==> config.mk <==
export PLATFORM = sky130hd
export DESIGN_NAME = cpu_mem_arbiter
export DESIGN_NICKNAME = d
export VERILOG_FILES = /design/src/rtl/cpu_mem_arbiter.sv
export SDC_FILE = /design/constraint.sdc
export NUM_CORES = 1
export LEC_CHECK = 0
export CORE_MARGIN = 5
export CORE_UTILIZATION = 41
export CTS_BUF_LIST = sky130_fd_sc_hd__clkbuf_4 sky130_fd_sc_hd__clkbuf_8
export CTS_CLUSTER_DIAMETER = 120
export DETAILED_ROUTE_END_ITERATION = 8
export PLACE_DENSITY = 0.87
export SETUP_SLACK_MARGIN = 0.1
export SYNTH_ARGS = -nofsm -noshare
export SYNTH_HDL_FRONTEND = slang
export SYNTH_SLANG_ARGS = --single-unit
==> constraint.sdc <==
create_clock -name clk -period 2.42 [get_ports clk]
set_input_delay 0.484 -clock clk [delete_from_list [all_inputs] [get_ports clk]]
set_output_delay 0.484 -clock clk [all_outputs]
set_load 0.005 [all_outputs]
==> src/rtl/cpu_mem_arbiter.sv <==
// Two-requester arbiter in front of a cpu_to_axi adapter's CPU-side memory port.
// Latches the winning request, returns a one-cycle ready pulse and waits out the adapter release.
module cpu_mem_arbiter #(
  parameter int unsigned PRIORITY_MODE  = 0,
  parameter int unsigned TIMEOUT_CYCLES = 1024
) (
  input  logic        clk,
  input  logic        rst,
  input  logic        req0_valid,
  input  logic        req0_instr,
  input  logic [31:0] req0_addr,
  input  logic [31:0] req0_wdata,
  input  logic [3:0]  req0_wstrb,
  output logic        req0_ready,
  output logic [31:0] req0_rdata,
  input  logic        req1_valid,
  input  logic        req1_instr,
  input  logic [31:0] req1_addr,
  input  logic [31:0] req1_wdata,
  input  logic [3:0]  req1_wstrb,
  output logic        req1_ready,
  output logic [31:0] req1_rdata,
  output logic        mem_valid,
  output logic        mem_instr,
  output logic [31:0] mem_addr,
  output logic [31:0] mem_wdata,
  output logic [3:0]  mem_wstrb,
  input  logic        mem_ready,
  input  logic [31:0] mem_rdata,
  output logic        busy,
  output logic        grant_id,
  output logic        err_timeout
);

  typedef enum logic [1:0] {
    IDLE    = 2'd0,
    ISSUE   = 2'd1,
    RELEASE = 2'd2
  } state_t;

  localparam logic [15:0] TMO_LIMIT = 16'(TIMEOUT_CYCLES);

  state_t      state;
  logic        rr_next;
  logic [15:0] tmo_cnt;
  logic        pick;

  always_comb begin
    pick = 1'b0;
    if (req0_valid && req1_valid)
      pick = (PRIORITY_MODE == 1) ? 1'b0 : rr_next;
    else if (req1_valid)
      pick = 1'b1;
  end

  always_ff @(posedge clk) begin
    if (rst) begin
      state       <= IDLE;
      rr_next     <= 1'b0;
      tmo_cnt     <= '0;
      req0_ready  <= 1'b0;
      req0_rdata  <= '0;
      req1_ready  <= 1'b0;
      req1_rdata  <= '0;
      mem_valid   <= 1'b0;
      mem_instr   <= 1'b0;
      mem_addr    <= '0;
      mem_wdata   <= '0;
      mem_wstrb   <= '0;
      busy        <= 1'b0;
      grant_id    <= 1'b0;
      err_timeout <= 1'b0;
    end else begin
      case (state)
        IDLE: begin
          if (req0_valid || req1_valid) begin
            mem_valid <= 1'b1;
            mem_instr <= pick ? req1_instr : req0_instr;
            mem_addr  <= pick ? req1_addr  : req0_addr;
            mem_wdata <= pick ? req1_wdata : req0_wdata;
            mem_wstrb <= pick ? req1_wstrb : req0_wstrb;
            grant_id  <= pick;
            rr_next   <= ~pick;
            tmo_cnt   <= '0;
            busy      <= 1'b1;
            state     <= ISSUE;
          end
        end
        ISSUE: begin
          if (mem_ready) begin
            mem_valid <= 1'b0;
            if (grant_id) begin
              req1_rdata <= mem_rdata;
              req1_ready <= 1'b1;
            end else begin
              req0_rdata <= mem_rdata;
              req0_ready <= 1'b1;
            end
            state <= RELEASE;
          end else if (tmo_cnt != TMO_LIMIT) begin
            // The adapter cannot be cancelled, so a timeout only flags and keeps waiting.
            tmo_cnt <= tmo_cnt + 16'd1;
            if (tmo_cnt + 16'd1 == TMO_LIMIT)
              err_timeout <= 1'b1;
          end
        end
        RELEASE: begin
          req0_ready <= 1'b0;
          req1_ready <= 1'b0;
          if (!mem_ready) begin
            busy  <= 1'b0;
            state <= IDLE;
          end
        end
        default: state <= IDLE;
      endcase
    end
  end

endmodule

==> results of run 1 <==
[layout by cell type, fill, tap and decap left out, types with 2 or more instances in the layout]
| master | instances |
|---|---|
| dfxtp_1 | 158 |
| a41oi_1 | 2 |
| a211oi_1 | 4 |
| nor4_1 | 6 |
| buf_12 | 6 |
| diode_2 | 3 |
| clkinvlp_4 | 4 |
| a21oi_1 | 85 |
| inv_1 | 4 |
| xor2_1 | 2 |
| nand2_1 | 140 |
| and3_1 | 5 |
| a222oi_1 | 69 |
| or3_1 | 2 |
| clkinv_4 | 3 |
| nor2_2 | 2 |
| nand3b_1 | 3 |
| nand2b_1 | 4 |
| and4_1 | 4 |
| o21ai_0 | 7 |
| inv_6 | 2 |
| buf_4 | 10 |
| nor3_1 | 12 |
| nand4_1 | 6 |
| nand3_1 | 10 |
| a211oi_2 | 2 |
| mux2_2 | 2 |
| clkbuf_8 | 20 |
| xnor2_1 | 4 |
| o21ai_1 | 2 |
| inv_8 | 2 |
| ha_1 | 2 |
| clkdlybuf4s50_1 | 312 |
| nor2_1 | 82 |
[flip-flops by register name, summed over array words and instances, names as in the netlist]
| register | cells |
|---|---|
| mem_wstrb | 4 |
| grant_id | 1 |
| mem_valid | 1 |
| req0_ready | 1 |
| tmo_cnt | 16 |
| mem_instr | 1 |
| req1_ready | 1 |
| mem_addr | 32 |
| busy | 1 |
| req1_rdata | 32 |
| err_timeout | 1 |
| state | 2 |
| rr_next | 1 |
| mem_wdata | 32 |
| req0_rdata | 32 |
[layout make-up]
| class | count | area (um2) |
|---|---|---|
| Inverter | 4 | 15.01 |
| Fill cell | 1134 | 4808 |
| Sequential cell | 158 | 3163 |
| Clock buffer | 20 | 275.3 |
| Tap cell | 184 | 230.2 |
| Multi-Input combinational cell | 474 | 2645 |
| Timing Repair Buffer | 328 | 3318 |
| Clock inverter | 12 | 126.4 |
| Antenna cell | 3 | 7.507 |
[kinds of logic after synthesis]
family / count (synthesis)
adders and majority gates: 2
DFF: 158
and+or+nand+nor: 283
xor gates and xnor gates: 6
AOI/OAI and AO/OA: 181
buffers and inverters: 76
muxes: 2
[power groups by stage]
stage / logic, mW / registers, mW / clock network (mW)
floorplan: 0.445 / 2.91 / 0
global placement: 1.20 / 2.90 / 0
detailed placement: 1.22 / 2.91 / 0
CTS: 1.23 / 2.85 / 2.00
global route: 1.32 / 2.87 / 2.11
finish: 1.23 / 2.85 / 1.95
[final timing paths]
check                    to  cells after the start           start  slack (ps)
min reg2reg  req1_rdata[15]                      2  req1_rdata[15]         460
min          req1_rdata[15]                      2  req1_rdata[15]         460
max             tmo_cnt[14]                      6      tmo_cnt[0]         380
max reg2reg     tmo_cnt[14]                      6      tmo_cnt[0]         380
[critical path, cell delays in order (launching register included)]
cell and delay (ps):
dfxtp_1 510, ha_1 300, nand3_1 200, nor3_1 490, nand3_1 130, a21oi_1 180
a211oi_2 80
[layer usage]
metal | routed length (um) | global-route usage (%)
met5 | 0 | 0
met4 | 830 | 9.943
met3 | 2314 | 8.664
met2 | 10910 | 40.31
met1 | 8549 | 28.41
==> impl_metrics.tcl, run 1 <==
set metrics [dict create \
    status "finished clean" \
    synth_area_leaders "dfxtp_1, a222oi_1, nand2_1" \
    holdCritPathClass "register to register" \
    post_cts_resized 0 \
    ant_nets 0 \
    yosysSeqAreaShare_pct 51.71 \
    worst_slew_pin_slew_ps 702.5 \
    cts_sinks 158 \
    synth_compound_area_share_pct 21.58 \
    dieArea_mm2 0.01746 \
    place.port_buffers 313 \
    area_growth_pct 59.89 \
    rsz0062_at_grt "false" \
    min_period_over_period_pct 84.29 \
    startpoint_type "register" \
    hold_slack_ps 455.8 \
    fin_util_pct 67.04 \
    post_cts_buffers 0 \
    p_comb_share_pct 20.4 \
    synth_ff_type "dfxtp_1" \
    synth_area_mm2 0.006117 \
    grt_max_degree 70 \
    clk_pin_slew_ps 80 \
    grt_pass1_vias 6312 \
    total_leakage_power_nw 3.452 \
    period_needed_ps 2040 \
    final.setup.worst_slack_ps 380.1 \
    endpoint_kind "register" \
    synthXorXnorAreaFrac_pct 0.8591 \
    cp_data_arrival_time_ps 2350 \
    postCtsHoldBufs 0 \
    synth-simple-area-share_pct 19.70 \
    routed_wl_mm 22.61 \
    ys_types 46 \
    final_cells 1183 \
    netSwitchingFraction_pct 27.13 \
    synth_top_area_share_pct 51.71 \
    crit_required_ps 2730 \
    vias 6608 \
    cp_max_fo 9 \
    place_inst 1148 \
    grt_usage_pct 24.25 \
    ys_warn_count 0 \
    place.gp.congestion 0.9314 \
    finalHoldViolations 0 \
    cap_violations 0 \
    grt_pass1_wl_mm 34.09 \
    synth_nets 885 \
    ir_worst_vdd_v 0.0003650 \
    synth_edf_count 0 \
    clock_path_buffers 2 \
    vias_per_cell 5.586 \
    drt_iter0_drc 782 \
    htreeDepth 4 \
    wl_per_cell_um 19.11 \
    chipWidth_um 132.1 \
    synthMuxAreaShare_pct 0.3682 \
    yosys.area.top_type "dfxtp_1" \
    dr.pass1.iters 8 \
    overflow 0 \
    die_h_um 132.1 \
    clockPowerShare_pct 32.3 \
    design.core.area_mm2 0.01459 \
    fin_area_mm2 0.009781 \
    place_area_mm2 0.009371 \
    drv_slew 0 \
    yosysMostFrequentCell "dfxtp_1" \
    nNetsFinal 1160 \
    setup_violations 0 \
    synth_seq_cells 158 \
    dp_slack_ps 140.6 \
    antenna_found_initial 3 \
    clk_latency_ps 460 \
    p_per_area_mw_per_mm2 616.3 \
    synth_top_family_by_area "compound AO/OA/AOI/OAI gates" \
    p_seq_share_pct 47.3 \
    worstSetupPathType "register to register" \
    p_sw_mw 1.635 \
    synthAdderAreaFrac_pct 0.4091 \
    placement_rows 44 \
    initial_core_util_pct 41.93 \
    syn_avg_cell_area_um2 8.640 \
    io_pins 314 \
    cts_made_buffers 17 \
    slew_headroom_pct 53.16 \
    cts_root_buf "clkbuf_8" \
    max_freq_ghz 0.4902 \
    hpwl_mm 16.37 \
    clock_skew_ps 13.85 \
    drc_errors 0 \
    power_mw 6.027 \
    syn_inst 708 \
    setup_tns_ps 0 \
    cts_tree "yes" \
    intPower_mw 4.392 \
    synth_common_cells "dfxtp_1, nand2_1, a21oi_1" \
    drive_gt1_share_pct 5.924 \
    postSynth.asyncResetShare_pct 0 \
]
(Power assumes the default switching activity.)
==> run 2: changes to the inputs <==
==> constraint.sdc (replaced) <==
create_clock -name clk -period 1.99 [get_ports clk]
set_input_delay 0.398 -clock clk [delete_from_list [all_inputs] [get_ports clk]]
set_output_delay 0.398 -clock clk [all_outputs]
set_load 0.005 [all_outputs]
==> impl_metrics.tcl, run 2 (synthesized netlist as in run 1, its figures left out) <==
set metrics [dict create \
    dieArea_mm2 0.01746 \
    slowest_stage "dfxtp_1" \
    fin_util_pct 69.31 \
    min_period_over_period_pct 89.54 \
    fill_cells 1089 \
    multi_input_area_mm2 0.002705 \
    cts_sinks 158 \
    vias 6756 \
    total_leakage_power_nw 3.624 \
    grt_usage_pct 24.15 \
    setup_violations 0 \
    slew_headroom_pct 71.03 \
    dp_slack_ps -63.74 \
    grt_pass1_vias 6470 \
    path_depth 5 \
    routed_wl_mm 22.56 \
    drc_errors 6 \
    design.core.area_mm2 0.01459 \
    r2r_slack_ps 210 \
    wl_per_cell_um 18.74 \
    drv_slew 0 \
    cpPeakStageDelay_ps 520 \
    max_freq_ghz 0.5612 \
    period_needed_ps 1782 \
    hpwl_mm 16.24 \
    clock_skew_ps 9.080 \
    cts_root_buf "clkbuf_8" \
    ff2ff_path_depth 5 \
    critPathLaunch "tmo_cnt[9]" \
    holdCritPathClass "input port to register" \
    hold_slack_ps 390.6 \
    setup_tns_ps 0 \
    grt_max_degree 71 \
    cap_violations 0 \
    rr_startpoint "tmo_cnt[9]" \
    finalHoldViolations 0 \
    power_mw 7.801 \
    status "complete, but fails checks" \
    critPathBufInv 0 \
    ant_nets 0 \
    antenna_found_initial 3 \
    drt_iter0_drc 771 \
    nNetsFinal 1180 \
    final_cells 1204 \
    crit_family "simple AND/OR/NAND/NOR gates" \
    clock_path_buffers 2 \
    place.port_buffers 313 \
    final.setup.worst_slack_ps 208.2 \
    endpoint_kind "register" \
    fin_area_mm2 0.01011 \
    place_inst 1164 \
    violations "DRC" \
    cts_tree "yes" \
    die_h_um 132.1 \
    regArea_mm2 0.003167 \
    initial_core_util_pct 41.93 \
    worstSetupPathType "register to register" \
    p_per_area_mw_per_mm2 771.6 \
    most-common-layout-cells "clkdlybuf4s50_1, dfxtp_1, nand2_1, a21oi_1, nor2_1" \
    ir_worst_vdd_v 0.0005989 \
    area_growth_pct 65.29 \
    cts_made_buffers 17 \
    place_area_mm2 0.009529 \
    timing.rr.end "err_timeout" \
    place.gp.congestion 0.9858 \
    crit_required_ps 2330 \
    startpoint_type "register" \
    rsz0062_at_grt "true" \
    clk_latency_ps 430 \
    placement_rows 44 \
    clk_pin_slew_ps 90 \
    overflow 0 \
    grt_pass1_wl_mm 34.27 \
    cp_max_fo 10 \
    vias_per_cell 5.611 \
    cp_cell_sequence "nand4_1 -> nor4_1 -> xnor2_1 -> o21ai_0 -> o32ai_1" \
    postCtsHoldBufs 0 \
    cp_data_arrival_time_ps 2120 \
    chipWidth_um 132.1 \
    final_common_cell "clkdlybuf4s50_1" \
    crit_end "err_timeout" \
    io_pins 314 \
    drive_gt1_share_pct 9.055 \
    worst_slew_pin_slew_ps 434.5 \
    dr.pass1.iters 9 \
    htreeDepth 4 \
]
==> run 2: cell types whose count changed in the layout (fill, tap and decap cells not counted), moves of 3 or more <==
cell	change
dfxtp_2	+3
buf_4	+14
dfxtp_1	-3
clkinvlp_4	-3
bufinv_16	+4
buf_12	+3
==> run 2: worst min-delay path by stage <==
stage                   startpoint             end  slack (ps)  depth (start not counted)
global placement     req1_rdata[9]   req1_rdata[9]         440                          2
global route                   rst    mem_addr[24]         360                          2
CTS                            rst    mem_addr[23]         350                          2
finish                         rst    mem_addr[24]         390                          2
floorplan              err_timeout     err_timeout         450                          2
detailed placement  req0_rdata[28]  req0_rdata[28]         450                          2
==> run 2: layer usage <==
metal	track usage [%]	vias to the layer above	wire length, um
li1	-	3159	-
met1	28.58	3152	8637
met2	39.50	383	10650
met3	7.519	62	2219
met4	12.17	0	1050
met5	0	-	0
==> run 2: final cells by class <==
cell class	instances	area share (%)
timing repair buffer	347	34.67
sequential	158	31.32
multi-input combinational	475	26.75
clock buffer	18	2.450
clock inverter	14	2.277
tap	184	2.277
inverter	4	0.1485
antenna	4	0.09900
==> run 2: report_power, final <==
group | total (mW) | switching, mW | internal [mW] | leakage [nW]
logic | 1.52 | 0.627 | 0.896 | 2.09
registers | 3.47 | 0.118 | 3.35 | 1.29
clock network | 2.81 | 1.25 | 1.56 | 0.239
total | 7.80 | 1.99 | 5.81 | 3.62
==> run 2: repair_timing <==
item | in CTS | in global routing
endpoints found under the setup margin | 1 | 9
cloned | 0 | 1
gates resized for setup | 1 | 15
setup buffers | 0 | 3
pin swaps | 0 | 5
